[src/rtl/shift_add_mult.sv]
// Sequential unsigned multiplier: one shift-add step per cycle over DATA_WIDTH cycles,
// with valid/ready handshakes on the operand input and the product output.
module shift_add_mult #(
  parameter int DATA_WIDTH = 4
) (
  input  logic                      clk,
  input  logic                      rst,
  input  logic                      in_valid,
  output logic                      in_ready,
  input  logic [DATA_WIDTH-1:0]     a,
  input  logic [DATA_WIDTH-1:0]     b,
  output logic                      out_valid,
  input  logic                      out_ready,
  output logic [2*DATA_WIDTH-1:0]   product,
  output logic                      busy
);

  localparam int CW = $clog2(DATA_WIDTH + 1);
  localparam logic [CW-1:0] CNT_ONE  = CW'(1);
  localparam logic [CW-1:0] CNT_LOAD = CW'(DATA_WIDTH);

  typedef enum logic [1:0] {
    IDLE = 2'd0,
    RUN  = 2'd1,
    DONE = 2'd2
  } state_t;

  state_t                    state_r;
  state_t                    state_nxt_s;
  logic [DATA_WIDTH-1:0]     a_r;
  logic [DATA_WIDTH-1:0]     b_r;
  logic [2*DATA_WIDTH-1:0]   pp_r;
  logic [2*DATA_WIDTH-1:0]   pp_nxt_s;
  logic [2*DATA_WIDTH-1:0]   product_r;
  logic [CW-1:0]             cnt_r;
  logic [DATA_WIDTH-1:0]     addend_s;
  logic [DATA_WIDTH:0]       sum_s;
  logic                      last_s;

  // One shift-add step; the carry-out is kept as the new MSB so the result stays exact
  always_comb begin
    addend_s = {DATA_WIDTH{1'b0}};
    if (b_r[0]) begin
      addend_s = a_r;
    end else begin
      addend_s = {DATA_WIDTH{1'b0}};
    end
    sum_s    = {1'b0, pp_r[2*DATA_WIDTH-1:DATA_WIDTH]} + {1'b0, addend_s};
    pp_nxt_s = {sum_s, pp_r[DATA_WIDTH-1:1]};
    last_s   = (cnt_r == CNT_ONE);
  end

  // FSM state register
  always_ff @(posedge clk) begin
    if (rst) begin
      state_r <= IDLE;
    end else begin
      state_r <= state_nxt_s;
    end
  end

  // Next-state logic; DONE never falls through to an accept on the transfer edge
  always_comb begin
    state_nxt_s = state_r;
    case (state_r)
      IDLE: begin
        if (in_valid) begin
          state_nxt_s = RUN;
        end else begin
          state_nxt_s = IDLE;
        end
      end
      RUN: begin
        if (last_s) begin
          state_nxt_s = DONE;
        end else begin
          state_nxt_s = RUN;
        end
      end
      DONE: begin
        if (out_ready) begin
          state_nxt_s = IDLE;
        end else begin
          state_nxt_s = DONE;
        end
      end
      default: state_nxt_s = IDLE;
    endcase
  end

  // Operand capture, iteration datapath and product register
  always_ff @(posedge clk) begin
    if (rst) begin
      a_r       <= {DATA_WIDTH{1'b0}};
      b_r       <= {DATA_WIDTH{1'b0}};
      pp_r      <= {(2*DATA_WIDTH){1'b0}};
      cnt_r     <= {CW{1'b0}};
      product_r <= {(2*DATA_WIDTH){1'b0}};
    end else begin
      case (state_r)
        IDLE: begin
          if (in_valid) begin
            a_r   <= a;
            b_r   <= b;
            pp_r  <= {(2*DATA_WIDTH){1'b0}};
            cnt_r <= CNT_LOAD;
          end
        end
        RUN: begin
          pp_r  <= pp_nxt_s;
          b_r   <= b_r >> 1;
          cnt_r <= cnt_r - CNT_ONE;
          if (last_s) begin
            product_r <= pp_nxt_s;
          end
        end
        default: begin
        end
      endcase
    end
  end

  assign in_ready  = (state_r == IDLE);
  assign busy      = (state_r == RUN);
  assign out_valid = (state_r == DONE);
  assign product   = product_r;

endmodule

[config.mk]
export PLATFORM = sky130hd
export DESIGN_NAME = shift_add_mult
export DESIGN_NICKNAME = d
export VERILOG_FILES = /design/src/rtl/shift_add_mult.sv
export SDC_FILE = /design/constraint.sdc
export NUM_CORES = 1
export LEC_CHECK = 0
export ABC_AREA = 1
export CAP_MARGIN = 20
export CORE_MARGIN = 4
export CORE_UTILIZATION = 54
export CTS_CLUSTER_SIZE = 30
export DETAILED_ROUTE_END_ITERATION = 7
export PLACE_DENSITY = 0.82
export SLEW_MARGIN = 30
export SYNTH_ARGS = -nofsm -noshare
export SYNTH_HDL_FRONTEND = slang
export SYNTH_SLANG_ARGS = --single-unit
[constraint.sdc]
create_clock -name clk -period 2.7 [get_ports clk]
set_input_delay 0.54 -clock clk [delete_from_list [all_inputs] [get_ports clk]]
set_output_delay 0.54 -clock clk [all_outputs]
set_load 0.05 [all_outputs]
# [Word-level counts from Yosys, hierarchy flattened]
# Cells that the tools add are included.
[op_classes] n_mux=11 eq_ne=4 n_reduce_logical=5 add_sub_neg=2
[ops] op="8-bit one-hot mux with 2 select lines" n=1
[ops] op="4-bit 2-to-1 mux" n=2
[ops] op="8-bit 2-to-1 mux" n=1
[ops] op="4-bit one-hot mux with 2 select lines" n=1
[ops] op="2-bit one-hot mux with 3 select lines" n=1
[ops] op="3-bit one-hot mux with 2 select lines" n=1
[ops] op="2-bit AND reduction" n=3
[ops] op="4-bit by 4-bit adder with 5-bit output" n=1
[ops] op="2-bit 2-to-1 mux" n=2
[ops] op="3-bit by 1-bit equality test with 1-bit output, second input constant" n=1
[ops] op="3-bit 2-to-1 mux" n=1
[ops] op="3-bit by 1-bit subtractor with 3-bit output, second input constant" n=1
[ops] op="2-bit by 1-bit equality test with 1-bit output, second input constant" n=1
[ops] op="2-bit equality test, second input constant" n=1
[ops] op="2-bit logical NOT" n=1
[ops] op="2-bit != test, second input constant" n=1
[ops] op="2-bit nonzero test" n=1
[ops] op="1-bit 2-to-1 mux" n=1
[totals] out_inout_bits=11 reg_bits=29 in_bits=12 word_cells=28

# [Depth between registers and ports, before layout]
[logic_depth] ltp_word=3 depth_mapped=10

# [Least setup slack after synthesis]
# Ideal clock, no wire load.
[synth_path] path_type="reg-to-output" start="register state_r[1]" end="output port out_valid" required_time_ps=2160 path_stages_with_launch=3 path_slack_ps=1103 n_path_buf=0 t_arrival_ps=1057 path_cell_list="dfxtp_1 > inv_1 > nor2_1"
[synth_between] elab_chain_len=1
[synth_lines] item="from (decl)" line_no="28" rtl="state_t state_r;"
[synth_lines] item="from (signal assigned)" line_no="58" rtl="state_r <= state_nxt_s;"
[synth_lines] item="2-bit equality test" line_no="125" rtl="assign out_valid = (state_r == DONE);"
[synth_lines] item="to (decl)" line_no="12" rtl="output logic out_valid,"
# No other way between the ends.

# [Worst setup path after layout]
[layout_path] start="register state_r[1]" end="output port busy"
[layout_between] elab_chain_len=1
[layout_lines] item="2-bit by 1-bit equality test with 1-bit output" line_no="124" rtl="assign busy = (state_r == RUN);"
[layout_lines] item="to (decl)" line_no="15" rtl="output logic busy"
# No other way between the ends.

==> results.txt <==
Crit path max-delay family - buffers and inverters
Synth Area in Simple Gates - 26.4%
number of distinct library cells after synthesis - 20
worst skew pair latency - 320 ps
fin worst setup slack - 374 ps
CP Data Required Time - 2160 ps
all-layer global routing usage - 17.5%
Crit path top cell by count - inv_1
Slowest cell on crit path - clkdlybuf4s50_1
layout cells sized above 1 - 7.18%
die area - 3160 um2
largest net degree at the start of global routing - 16
final setup fails - 0
DRT iter0 DRCs - 14
Avg Synthesized Cell Area - 7.35 um2
CP cell instances - inv_1, nand2_2, inv_1, clkdlybuf4s50_1
chip width - 56.3 um
critical path peak fanout - 7
CP Capture Type - output port
clk_skew - 3.31 ps
hold buffer count at cts - 0
via count - 1,127
CP Class - reg -> out
Inserted Diodes - 0
Min-Delay Path Class - reg -> reg
IO Port Bufs - 22
RSZ-0062 raised after global routing - no
Routed wire per std cell - 11.6 um
Post-CTS Setup Repair Bufs - 0
Routed Antenna Nets - 0
Setup WS pre-CTS - 742 ps
maximum clock frequency - 430 MHz
nets - 215
drt pass-1 iters - 4
CTS tree - done
H-tree levels - 1
root buffer cell - clkbuf_4
GR Overflow Total - 0
YS warnings - 0
register bit total from synthesis - 28
Synth top area share - 44.6%
Peak VDD IR - 364 uV
Mapped Cells - 171
Slew headroom - 66.3%
routing usage on met2 - 30.9%
data arrival time of the critical path - 1790 ps
Startpoint Class - flop
starting density of the core - 56.8%
outcome - finished, final reports clean
Mapped Nets - 190
multiplexer area fraction after synthesis - 0%
post-CTS sizing - 0
post-synth top area cell - dfxtp_1
Clock Sinks - 28
vias in the first global route - 1,160
DRT Wirelength - 2590 um
first-pass GRT wire length - 4530 um
WP buf/inv - 3
Clock Path Buffers - 2
vias per std cell - 5.05
Die H - 56.3 um
largest family of logic cells by synthesized area - simple AND/OR/NAND/NOR gates
Post-synth ARST share - 0%
Tcrit/Tclk final - 86.1%
Mapped Area - 1260 um2
largest cells by area after synthesis - dfxtp_1, nand2_1, nor2_1
power density cells - 536 nW/um2
Area Overhead vs Synth - 22.6%
maxcap violations - 0
clock-pin slew on the worst setup and hold paths - 150 ps
cts bufs inserted - 3
row cnt - 17
initial antenna violation count - 0
number of remaining DRC errors - 0
gr busiest metal - met2
Tmin final - 2330 ps
grt met1 use - 19.7%
slowest stage delay, CP - 800 ps
Post-synth EDFFs - 0
Leakage - 0.000694 uW
worst-margin pin slew - 504 ps
IO Count - 23
ys flop type - dfxtp_1
RePlAce Congestion - 0.782
adder-cell share of the synthesized area - 7.56%
Core Footprint - 2210 um2
HPWL Detailed - 2040 um
max-slew violations - 0
sequential area share after synthesis - 44.6%
Compound-Gate Fraction of Synth Area - 12.7%
XOR/XNOR Fraction of Synth Area - 1.39%
final number of hold-violating endpoints - 0
GR Layer Usage met3 - 4.14%
TNS Setup - 0 ps
cells in the final DEF (no fill, tap or decap), drive strengths merged:
cell           count
a21oi             16
buf                2
clkbuf             4
clkdlybuf4s50     22
dfxtp             28
fa                 1
ha                 6
inv               18
nand2             42
nand3              5
nor2              31
nor3               1
o21ai             16
or2                1
xnor2              1
xor2               1
Yosys cell counts, types with 2 or more instances:
cell,n
a21oi_1,16
nand2_1,39
dfxtp_1,28
nand3_1,5
o21ai_1,4
o21ai_0,12
nand2_2,3
ha_1,6
nor2_1,30
clkbuf_1,2
buf_4,2
inv_1,16
sequential cells by signal (all words and copies together), names as in the netlist:
register,cells
b_r,4
a_r,4
cnt_r,3
pp_r,7
product,8
state_r,2
through the flow:
step	hold slack [ps]	util, %	total power (uW)	cells	area [um2]
after floorplan	433	-	579	171	1260
after global placement	452	68.0	627	219	1510
after detailed placement	461	68.0	634	219	1510
after CTS	481	69.7	828	223	1540
after global routing	508	69.7	870	223	1540
final	474	69.7	826	223	1540
final timing paths:
kind / startpoint / endpoint / slack (ps) / depth (start not counted)
min reg2reg: product[5] / product[5] / 470 / 2
max: state_r[1] / busy / 370 / 4
max reg2reg: b_r[0] / product[5] / 1120 / 7
min: product[5] / product[5] / 470 / 2
per-layer routing:
metal / part of all wire [%] / routed length [um] / up-vias
li1: - / - / 588
met4: 1.7 / 44 / 0
met3: 4.6 / 118 / 6
met1: 42 / 1100 / 500
met5: 0 / 0 / -
met2: 51 / 1330 / 33
worst min-delay path: stages, from the launching register on:
cell     delay [ps]
dfxtp_1         340
nand2_1          60
a21oi_1          50
report_power, final:
| group | total [uW] | internal, uW | switching (uW) |
|---|---|---|---|
| Combinational | 169 | 64.3 | 104 |
| Sequential | 456 | 438 | 17.5 |
| Clock | 202 | 82.4 | 119 |
| Total | 826 | 585 | 241 |
kinds of logic (layout without fill, tap and decap cells):
family,count (synthesis),in the layout
xor gates and xnor gates,2,2
DFF,28,28
and+or+nand+nor,80,80
buffers and inverters,22,46
adders and majority gates,7,7
AOI/OAI and AO/OA,32,32
final cells by class:
class,instances,area [um2]
flip-flops and latches,28,561
multi-input cells,121,604
inverters,18,70.1
repair buffers,24,235
fillers,185,671
well taps,28,35.0
clock buffers,4,36.3
Power figures use the tool's default switching activity.
